==> config.mk <==
export PLATFORM = sky130hd
export DESIGN_NAME = xbar_bank_arbiter_flat
export DESIGN_NICKNAME = d
export VERILOG_FILES = /design/src/rtl/xbar_bank_arbiter_if.sv /design/src/rtl/xbar_bank_arbiter.sv /design/src/flat_wrapper.sv
export SDC_FILE = /design/constraint.sdc
export NUM_CORES = 1
export LEC_CHECK = 0
export BUFFER_PORTS_ARGS = -buffer_cell sky130_fd_sc_hd__buf_4
export CAP_MARGIN = 15
export CORE_AREA = 5 5 42 44
export CTS_BUF_LIST = sky130_fd_sc_hd__clkbuf_8
export CTS_CLUSTER_SIZE = 16
export DETAILED_ROUTE_END_ITERATION = 7
export DIE_AREA = 0 0 47 49
export GPL_TIMING_DRIVEN = 0
export PLACE_DENSITY = 0.67
export SYNTH_ARGS = -nofsm -noshare
export SYNTH_HDL_FRONTEND = slang
export SYNTH_SLANG_ARGS = --single-unit
==> constraint.sdc <==
create_clock -name clk -period 2.7 [get_ports clk]
set_clock_uncertainty 0.15 [all_clocks]
set_input_delay 0.405 -clock clk [delete_from_list [all_inputs] [get_ports clk]]
set_output_delay 0.405 -clock clk [all_outputs]
set_load 0.05 [all_outputs]
==> src/rtl/xbar_bank_arbiter_if.sv <==
// Request/grant bundle between the channel buffer heads and one bank arbiter.
// The master side drives channel requests and bank ready; the slave side is the arbiter.
interface xbar_bank_arb_if #(
   parameter int NUM_CH = 3
) ();
   logic [NUM_CH-1:0] ch_req_valid;
   logic [NUM_CH-1:0] ch_pop;
   logic              bank_req_valid;
   logic              bank_req_ready;
   logic [NUM_CH-1:0] bank_ch_1hot_id;
   logic              arb_locked;

   modport master (
      output ch_req_valid,
      output bank_req_ready,
      input  ch_pop,
      input  bank_req_valid,
      input  bank_ch_1hot_id,
      input  arb_locked
   );

   modport slave (
      input  ch_req_valid,
      input  bank_req_ready,
      output ch_pop,
      output bank_req_valid,
      output bank_ch_1hot_id,
      output arb_locked
   );
endinterface

==> src/rtl/xbar_bank_arbiter.sv <==
// Per-bank round-robin arbiter with zero-latency grant and grant lock under back-pressure.
// Optional starvation guard enabled by defining XBAR_ARB_STARVE_GUARD_EN.
//
// state    | meaning
// ST_OPEN  | no grant held; winner chosen fresh each cycle
// ST_HOLD  | bank stalled last cycle; grant_q is held until it fires
module xbar_bank_arbiter #(
   parameter int NUM_CH       = 3,
   parameter int STARVE_LIMIT = 15,
   parameter int CNT_W        = 4
) (
   input  logic               clk,
   input  logic               rst_n,
   xbar_bank_arb_if.slave     bus
);
   localparam int PTR_W = (NUM_CH > 1) ? $clog2(NUM_CH) : 1;

   if ((2 ** CNT_W) <= STARVE_LIMIT) begin : g_cnt_w_check
      $error("CNT_W too narrow for STARVE_LIMIT");
   end

   typedef enum logic {ST_OPEN, ST_HOLD} state_t;

   state_t            state_q, state_d;
   logic [NUM_CH-1:0] grant_q, grant_d;
   logic [PTR_W-1:0]  rr_ptr_q, rr_ptr_d;

   logic [NUM_CH-1:0] req;
   logic [NUM_CH-1:0] rr_grant;
   logic [NUM_CH-1:0] pick;
   logic [NUM_CH-1:0] grant;
   logic [NUM_CH-1:0] pop;
   logic [PTR_W-1:0]  win_idx;
   logic              any_req;
   logic              lock_eff;
   logic              fire;

   assign req     = bus.ch_req_valid;
   assign any_req = rst_n & (|req);
   // A held grant whose requester vanished is abandoned in the same cycle.
   assign lock_eff = rst_n & (state_q == ST_HOLD) & (|(grant_q & req));

   always_comb begin
      int  idx;
      logic found;
      rr_grant = '0;
      found    = 1'b0;
      for (int off = 0; off < NUM_CH; off++) begin
         idx = (int'(rr_ptr_q) + off) % NUM_CH;
         if (!found && req[idx]) begin
            rr_grant[idx] = 1'b1;
            found         = 1'b1;
         end
      end
   end

`ifdef XBAR_ARB_STARVE_GUARD_EN
   logic [CNT_W-1:0]  wait_q [NUM_CH];
   logic [CNT_W-1:0]  wait_d [NUM_CH];
   logic [NUM_CH-1:0] starved;
   logic [NUM_CH-1:0] starve_grant;

   always_comb begin
      logic found;
      starve_grant = '0;
      found        = 1'b0;
      for (int i = 0; i < NUM_CH; i++) begin
         starved[i] = req[i] && (wait_q[i] == CNT_W'(STARVE_LIMIT));
         if (!found && starved[i]) begin
            starve_grant[i] = 1'b1;
            found           = 1'b1;
         end
      end
      pick = (|starved) ? starve_grant : rr_grant;
   end

   always_comb begin
      for (int i = 0; i < NUM_CH; i++) begin
         if (req[i] && !pop[i]) begin
            wait_d[i] = (wait_q[i] == CNT_W'(STARVE_LIMIT)) ? wait_q[i] : wait_q[i] + 1'b1;
         end else begin
            wait_d[i] = '0;
         end
      end
   end

   always_ff @(posedge clk or negedge rst_n) begin
      if (!rst_n) begin
         for (int i = 0; i < NUM_CH; i++) wait_q[i] <= '0;
      end else begin
         for (int i = 0; i < NUM_CH; i++) wait_q[i] <= wait_d[i];
      end
   end
`else
   assign pick = rr_grant;
`endif

   always_comb begin
      grant = '0;
      if (lock_eff) begin
         grant = grant_q;
      end else if (any_req) begin
         grant = pick;
      end
   end

   always_comb begin
      win_idx = '0;
      for (int i = 0; i < NUM_CH; i++) begin
         if (grant[i]) win_idx = PTR_W'(i);
      end
   end

   assign fire = any_req & bus.bank_req_ready;
   assign pop  = fire ? grant : '0;

   always_comb begin
      state_d  = ST_OPEN;
      grant_d  = '0;
      rr_ptr_d = rr_ptr_q;
      if (fire) begin
         rr_ptr_d = (win_idx == PTR_W'(NUM_CH - 1)) ? '0 : win_idx + 1'b1;
      end else if (any_req) begin
         state_d = ST_HOLD;
         grant_d = grant;
      end
   end

   always_ff @(posedge clk or negedge rst_n) begin
      if (!rst_n) begin
         state_q  <= ST_OPEN;
         grant_q  <= '0;
         rr_ptr_q <= '0;
      end else begin
         state_q  <= state_d;
         grant_q  <= grant_d;
         rr_ptr_q <= rr_ptr_d;
      end
   end

   assign bus.ch_pop          = pop;
   assign bus.bank_req_valid  = any_req;
   assign bus.bank_ch_1hot_id = grant;
   assign bus.arb_locked      = lock_eff;
endmodule

==> src/flat_wrapper.sv <==
// flat-port wrapper written by rule: the top's interface ports become plain ports
module xbar_bank_arbiter_flat 
#(
   parameter int NUM_CH       = 3,
   parameter int STARVE_LIMIT = 15,
   parameter int CNT_W        = 4
)
  (clk, rst_n, bus_ch_req_valid, bus_bank_req_ready, bus_ch_pop, bus_bank_req_valid, bus_bank_ch_1hot_id, bus_arb_locked);
  xbar_bank_arb_if #(.NUM_CH(NUM_CH)) bus_i ();
  input  logic clk;
  input  logic rst_n;
  input wire logic [$bits(bus_i.ch_req_valid)-1:0] bus_ch_req_valid;
  input wire logic [$bits(bus_i.bank_req_ready)-1:0] bus_bank_req_ready;
  output wire logic [$bits(bus_i.ch_pop)-1:0] bus_ch_pop;
  output wire logic [$bits(bus_i.bank_req_valid)-1:0] bus_bank_req_valid;
  output wire logic [$bits(bus_i.bank_ch_1hot_id)-1:0] bus_bank_ch_1hot_id;
  output wire logic [$bits(bus_i.arb_locked)-1:0] bus_arb_locked;
  assign bus_i.ch_req_valid = bus_ch_req_valid;
  assign bus_i.bank_req_ready = bus_bank_req_ready;
  assign bus_ch_pop = bus_i.ch_pop;
  assign bus_bank_req_valid = bus_i.bank_req_valid;
  assign bus_bank_ch_1hot_id = bus_i.bank_ch_1hot_id;
  assign bus_arb_locked = bus_i.arb_locked;
  xbar_bank_arbiter #(.NUM_CH(NUM_CH), .STARVE_LIMIT(STARVE_LIMIT), .CNT_W(CNT_W)) u_core (.clk(clk), .rst_n(rst_n), .bus(bus_i));
endmodule
**Yosys cells after proc, flatten, opt, wreduce, memory -nomap -nowiden**

Index checks and enable logic that the tools add are counted.
W data, S select, Z words.

- Reduce and logical (&&, ||, !) cells: 9
- Add/sub/neg operators: 3
- Mux-type cells: 30
- Div/mod/pow operators: 3
- Eq/ne operators: 1
- Bitwise operators: 7
- $lt $le $gt $ge: 6

Operators by type and width:

| operator | number |
|---|---|
| $ge A32 B1 Y1 const B | 3 |
| $lt A32 B4 Y1 const B | 3 |
| $mod A32 B3 Y32 const B | 2 |
| $mod A3 B3 Y32 const B | 1 |
| $mux W3 | 8 |
| $mux W1 | 14 |
| $bmux W1 S2 | 3 |
| $demux W1 S2 | 3 |
| $or A3 B3 Y3 | 2 |
| $reduce_or A3 Y1 | 2 |
| $logic_and A1 B1 Y1 | 5 |
| $and A1 B1 Y1 | 4 |
| $mux W2 | 2 |
| $add A2 B1 Y3 const B | 1 |
| $add A2 B2 Y3 const B | 1 |
| $and A3 B3 Y3 | 1 |
| $add A2 B1 Y2 const B | 1 |
| $eq A2 B2 Y1 const B | 1 |
| $logic_not A1 Y1 | 2 |

- Register bits: 6
- Output and inout port bits: 8
- Logic and storage cells: 62

**Depth between registers and ports, before layout**

- Depth after elaboration: 17
- Mapped depth: 8
- Depth with buffers taken out: 8

**Worst setup path before layout**

No wires, ideal clock.

- Kind: register to output
- Start: reg u_core.rr_ptr_q[1]
- End: out bus_ch_pop[2]
- Path slack: -0.604 ns
- Data required time: 2.145 ns
- Stages on the path, launching flop included: 8
- Data arrival time: 2.749 ns
- Buffers on the path: 0
- Path through: dfrtp_1 inv_1 ha_1 nand2b_1 mux2_4 a211oi_2 o41ai_4 nor2b_1

- Cells in the longest elaborated chain, start to end: 14
- Elaborated cells between the ends (all ways): 43
- Those cells by class: add/sub (2); div (3); order compare (6); mux (23); bitwise (2); reduce/logical (7)

RTL lines:

| what | RTL line | source |
|---|---|---|
| from (decl) | xbar_bank_arbiter.sv:26 | `logic [PTR_W-1:0] rr_ptr_q, rr_ptr_d;` |
| from (signal assigned) | xbar_bank_arbiter.sv:137 | `rr_ptr_q <= rr_ptr_d;` |
| parallel branches: the longest is 10 deep, another holds $mod A32 B3 Y32 | -- |  |
| $mux W3 * | xbar_bank_arbiter.sv:50 | `if (!found && req[idx]) begin` |
| $mux W3 * | xbar_bank_arbiter.sv:102 | `end else if (any_req) begin` |
| $mux W3 * | xbar_bank_arbiter.sv:100 | `if (lock_eff) begin` |
| via bus_bank_ch_1hot_id[2] | flat_wrapper.sv:16 | `output wire logic [$bits(bus_i.bank_ch_1hot_id)-1:0] bus_bank_ch_1hot_id;` |
| $mux W3 * | xbar_bank_arbiter.sv:115 | `assign pop = fire ? grant : '0;` |
| to (decl) | flat_wrapper.sv:14 | `output wire logic [$bits(bus_i.ch_pop)-1:0] bus_ch_pop;` |

Mark *: on every way through the listed nets, which the timed path passes. The select of a mux whose other input is x is not followed.

**Worst setup path in the final report**

- Start: reg u_core.rr_ptr_q[0]
- End: out bus_ch_pop[2]

- Cells in the longest elaborated chain, start to end: 14
- Elaborated cells between the ends (all ways): 43
- Those cells by class: add/sub (2); div (3); order compare (6); mux (23); bitwise (2); reduce/logical (7)

RTL lines:

| what | RTL line |
|---|---|
| parallel branches: the longest is 10 deep, another holds $mod A32 B3 Y32 | -- |
| $mux W3 * | xbar_bank_arbiter.sv:50 |
| $mux W3 * | xbar_bank_arbiter.sv:102 |
| $mux W3 * | xbar_bank_arbiter.sv:100 |
| $mux W3 * | xbar_bank_arbiter.sv:115 |

Every way passes the cells marked *. The select of a mux whose other input is x is not followed.

==> flow_summary.json <==
{
  "ir_drop_mv": 0.458,
  "power_uw": 678,
  "ioPinCount": 14,
  "dieArea_sq_um": 2300,
  "cts_buffer_depth": 2,
  "drt_iter0_markers": 7,
  "root_buffer": "clkbuf_8",
  "yosysUniqueCellTypes": 29,
  "slew_violations": 0,
  "synth_fp_nets": 73,
  "power_density_nw_per_um2": 794,
  "critPathArrivalTime_ns": 2.16,
  "num_antenna_cells": 0,
  "synth_xor_area_frac": 0,
  "stdcell_area_sq_um": 853,
  "crit_type": "reg2out",
  "setup-tns-final_ns": -0.0123,
  "grt_overflow": 0,
  "grt_pass1_vias": 555,
  "route.detailed.drc": 0,
  "leakage_nw": 0.372,
  "wl_met2_um": 755,
  "synth-adder-area-share": 0.0873,
  "yosys-top-cells-area": "dfrtp_1, ha_1, mux2i_1",
  "wl_met3_um": 80,
  "wl_per_cell_um": 14.8,
  "fin_util": 0.609,
  "status": "complete, but fails checks",
  "synth_area_sq_um": 573,
  "grt.total_usage": 0.149,
  "ys_seq_area_frac": 0.262,
  "critPathLaunchType": "flip-flop",
  "die_width_um": 47,
  "dpl.hpwl_um": 1030,
  "synth_top_family_by_area": "compound AO/OA/AOI/OAI gates",
  "violations": "negative setup slack",
  "synth_simple_gate_area_frac": 0.227,
  "clkTransAtPathRegs_ns": 0.04,
  "start_util": 0.409,
  "syn2layout_area_growth_pct": 48.9,
  "layout-drive-gt1-share": 0.506,
  "timing.final.crit_share": 1.00,
  "clock-sinks": 6,
  "worstSetupEndpoint": "bus_ch_pop[2]",
  "wl_met1_um": 612,
  "num_rows": 14,
  "synth_top_cell_area_share": 0.262,
  "crit_fanout": 6,
  "synth_compound_area_frac": 0.288,
  "yosys_warnings": 0,
  "drv_cap": 0,
  "crit_chain": "inv_1 -> ha_2 -> nor2b_1 -> mux2_4 -> a211oi_4 -> o41ai_4 -> nor2b_4 -> buf_8",
  "routed.top_layer": "met4",
  "ys_ff_latch": 6,
  "totalWireLength_um": 1460,
  "muxShareOfSynthArea": 0.0961,
  "r2r-start": "u_core.rr_ptr_q[0]",
  "grt_max_degree": 9,
  "period_needed_ns": 2.71,
  "slowest_stage": "dfrtp_2",
  "worst_setup_path_end_kind": "output pin",
  "cts_max_level": 1,
  "ff2ff_setup_slack_ns": 0.44,
  "worstSkewPairLatency_ns": 0.22,
  "post_dp_cell_area_sq_um": 719,
  "ff2ff_path_depth": 8,
  "netlist_instances": 63,
  "hold_viol": 0,
  "cts_made_buffers": 3,
  "critPathLaunch": "u_core.rr_ptr_q[0]",
  "max_freq_mhz": 369,
  "via_count": 552,
  "grt_first_pass_wirelength_um": 2490,
  "max_stage_delay_ns": 0.43,
  "routed_via_density": 5.58,
  "ant_nets": 0,
  "slew_headroom": 0.558,
  "nets": 95,
  "holdCritPathClass": "in2reg",
  "fin_hold_ws_ns": 0.213,
  "antenna_found_initial": 0,
  "gp_congestion": 0.826,
  "core_sq_um": 1400,
  "tritoncts": "built",
  "rsz0062_at_grt": "true",
  "die_h_um": 49,
  "avgSynthCellArea_sq_um": 9.10,
  "required_ns": 2.14,
  "numPortBuffers": 13,
  "yosys.area.top_type": "dfrtp_1",
  "setup_viol": 1,
  "fin_ws_ns": -0.0123,
  "tightest_slew_ns": 0.659,
  "drtPass1Iterations": 4,
  "r2r-end": "u_core.rr_ptr_q[1]"
}
[logic make-up (layout without fill, tap and decap cells)]
kind of cell / count (synthesis) / after routing
AND/OR/NAND/NOR: 24 / 24
flip-flops: 6 / 6
adder cells (fa/ha/maj): 4 / 4
multiplexers: 5 / 5
AO/OA/AOI/OAI: 18 / 18
buffers and inverters: 6 / 26
[worst max-delay path: cells and delay by family (launching register included)]
kind	cells	cell delay, ns
multiplexers	1	0.28
flip-flops	1	0.43
AND/OR/NAND/NOR	2	0.25
adder cells (fa/ha/maj)	1	0.29
AO/OA/AOI/OAI	2	0.40
buffers and inverters	2	0.30
[power breakdown]
group / leakage (nW) / internal, mW / switching [mW]
Sequential: 0.0773 / 0.104 / 0.0135
Clock: 0.0216 / 0.0956 / 0.0367
Combinational: 0.274 / 0.183 / 0.244
[worst min-delay path by stage]
| stage | to | depth (start not counted) | from | slack [ns] |
|---|---|---|---|---|
| global route | u_core.grant_q[1] | 2 | bus_bank_req_ready | 0.21 |
| CTS | u_core.grant_q[1] | 2 | bus_bank_req_ready | 0.20 |
| global placement | u_core.grant_q[0] | 1 | rst_n | 0.08 |
| finish | u_core.grant_q[1] | 2 | bus_bank_req_ready | 0.21 |
| floorplan | u_core.grant_q[0] | 0 | rst_n | -0.04 |
| detailed placement | u_core.state_q | 1 | rst_n | 0.08 |
[cell usage in the layout (no fill, tap or decap), types with 2 or more instances in the layout]
cell type / Yosys / layout
dfrtp_2: 0 / 2
nor3_1: 2 / 2
o211ai_1: 2 / 2
clkbuf_8: 0 / 3
buf_4: 0 / 14
nor2_1: 4 / 3
ha_4: 0 / 2
dfrtp_1: 6 / 4
nand2_1: 6 / 6
mux2i_1: 4 / 3
nor2_2: 1 / 2
inv_2: 1 / 2
inv_1: 5 / 4
o31ai_2: 3 / 3
a21oi_1: 5 / 4
[through the flow]
step / instances / setup WS, ns
after floorplan: 63 / -0.205
after global placement: 92 / 0.143
after detailed placement: 92 / 0.114
after CTS: 97 / 0.0135
after global routing: 99 / -0.112
final: 99 / -0.0123
[layer usage]
layer | vias up | track usage
met2 | 14 | 0.226
met3 | 2 | 0.0369
li1 | 272 | -
met1 | 264 | 0.171
met5 | - | 0
met4 | 0 | 0.111
[Yosys cell counts, drive strengths merged]
cell    number
and2         1
mux2i        4
o211ai       2
mux2         1
nor3         3
a21boi       1
nand4        1
o31ai        3
a222oi       1
o21a         1
nor2         5
dfrtp        6
o21ai        2
nor4         1
ha           4
a21oi        5
or2b         1
nand3b       1
a211oi       1
nor3b        1
inv          6
nor2b        2
a22oi        1
nand2b       2
o41ai        1
nand2        6
[state kept, by name, summed over array words and instances, names as in the netlist]
| register | cells |
|---|---|
| u_core.state_q | 1 |
| u_core.rr_ptr_q | 2 |
| u_core.grant_q | 3 |
[repair_timing]
action | in CTS | in global routing
gates resized for setup | 9 | 6
hold endpoints to repair | 6 | 0
hold buffers | 1 | 0
cloned | 0 | 0
buffers inserted | 1 | 2
endpoints found under the setup margin | 1 | 6
pin swaps | 2 | 3
[layout make-up]
type	count	area, sq um
Clock buffer	3	41.3
Inverter	6	22.5
Sequential cell	6	153
Fill cell	127	548
Timing Repair Buffer	17	141
Multi-Input combinational cell	51	475
Tap cell	16	20.0
(Power assumes the default switching activity.)
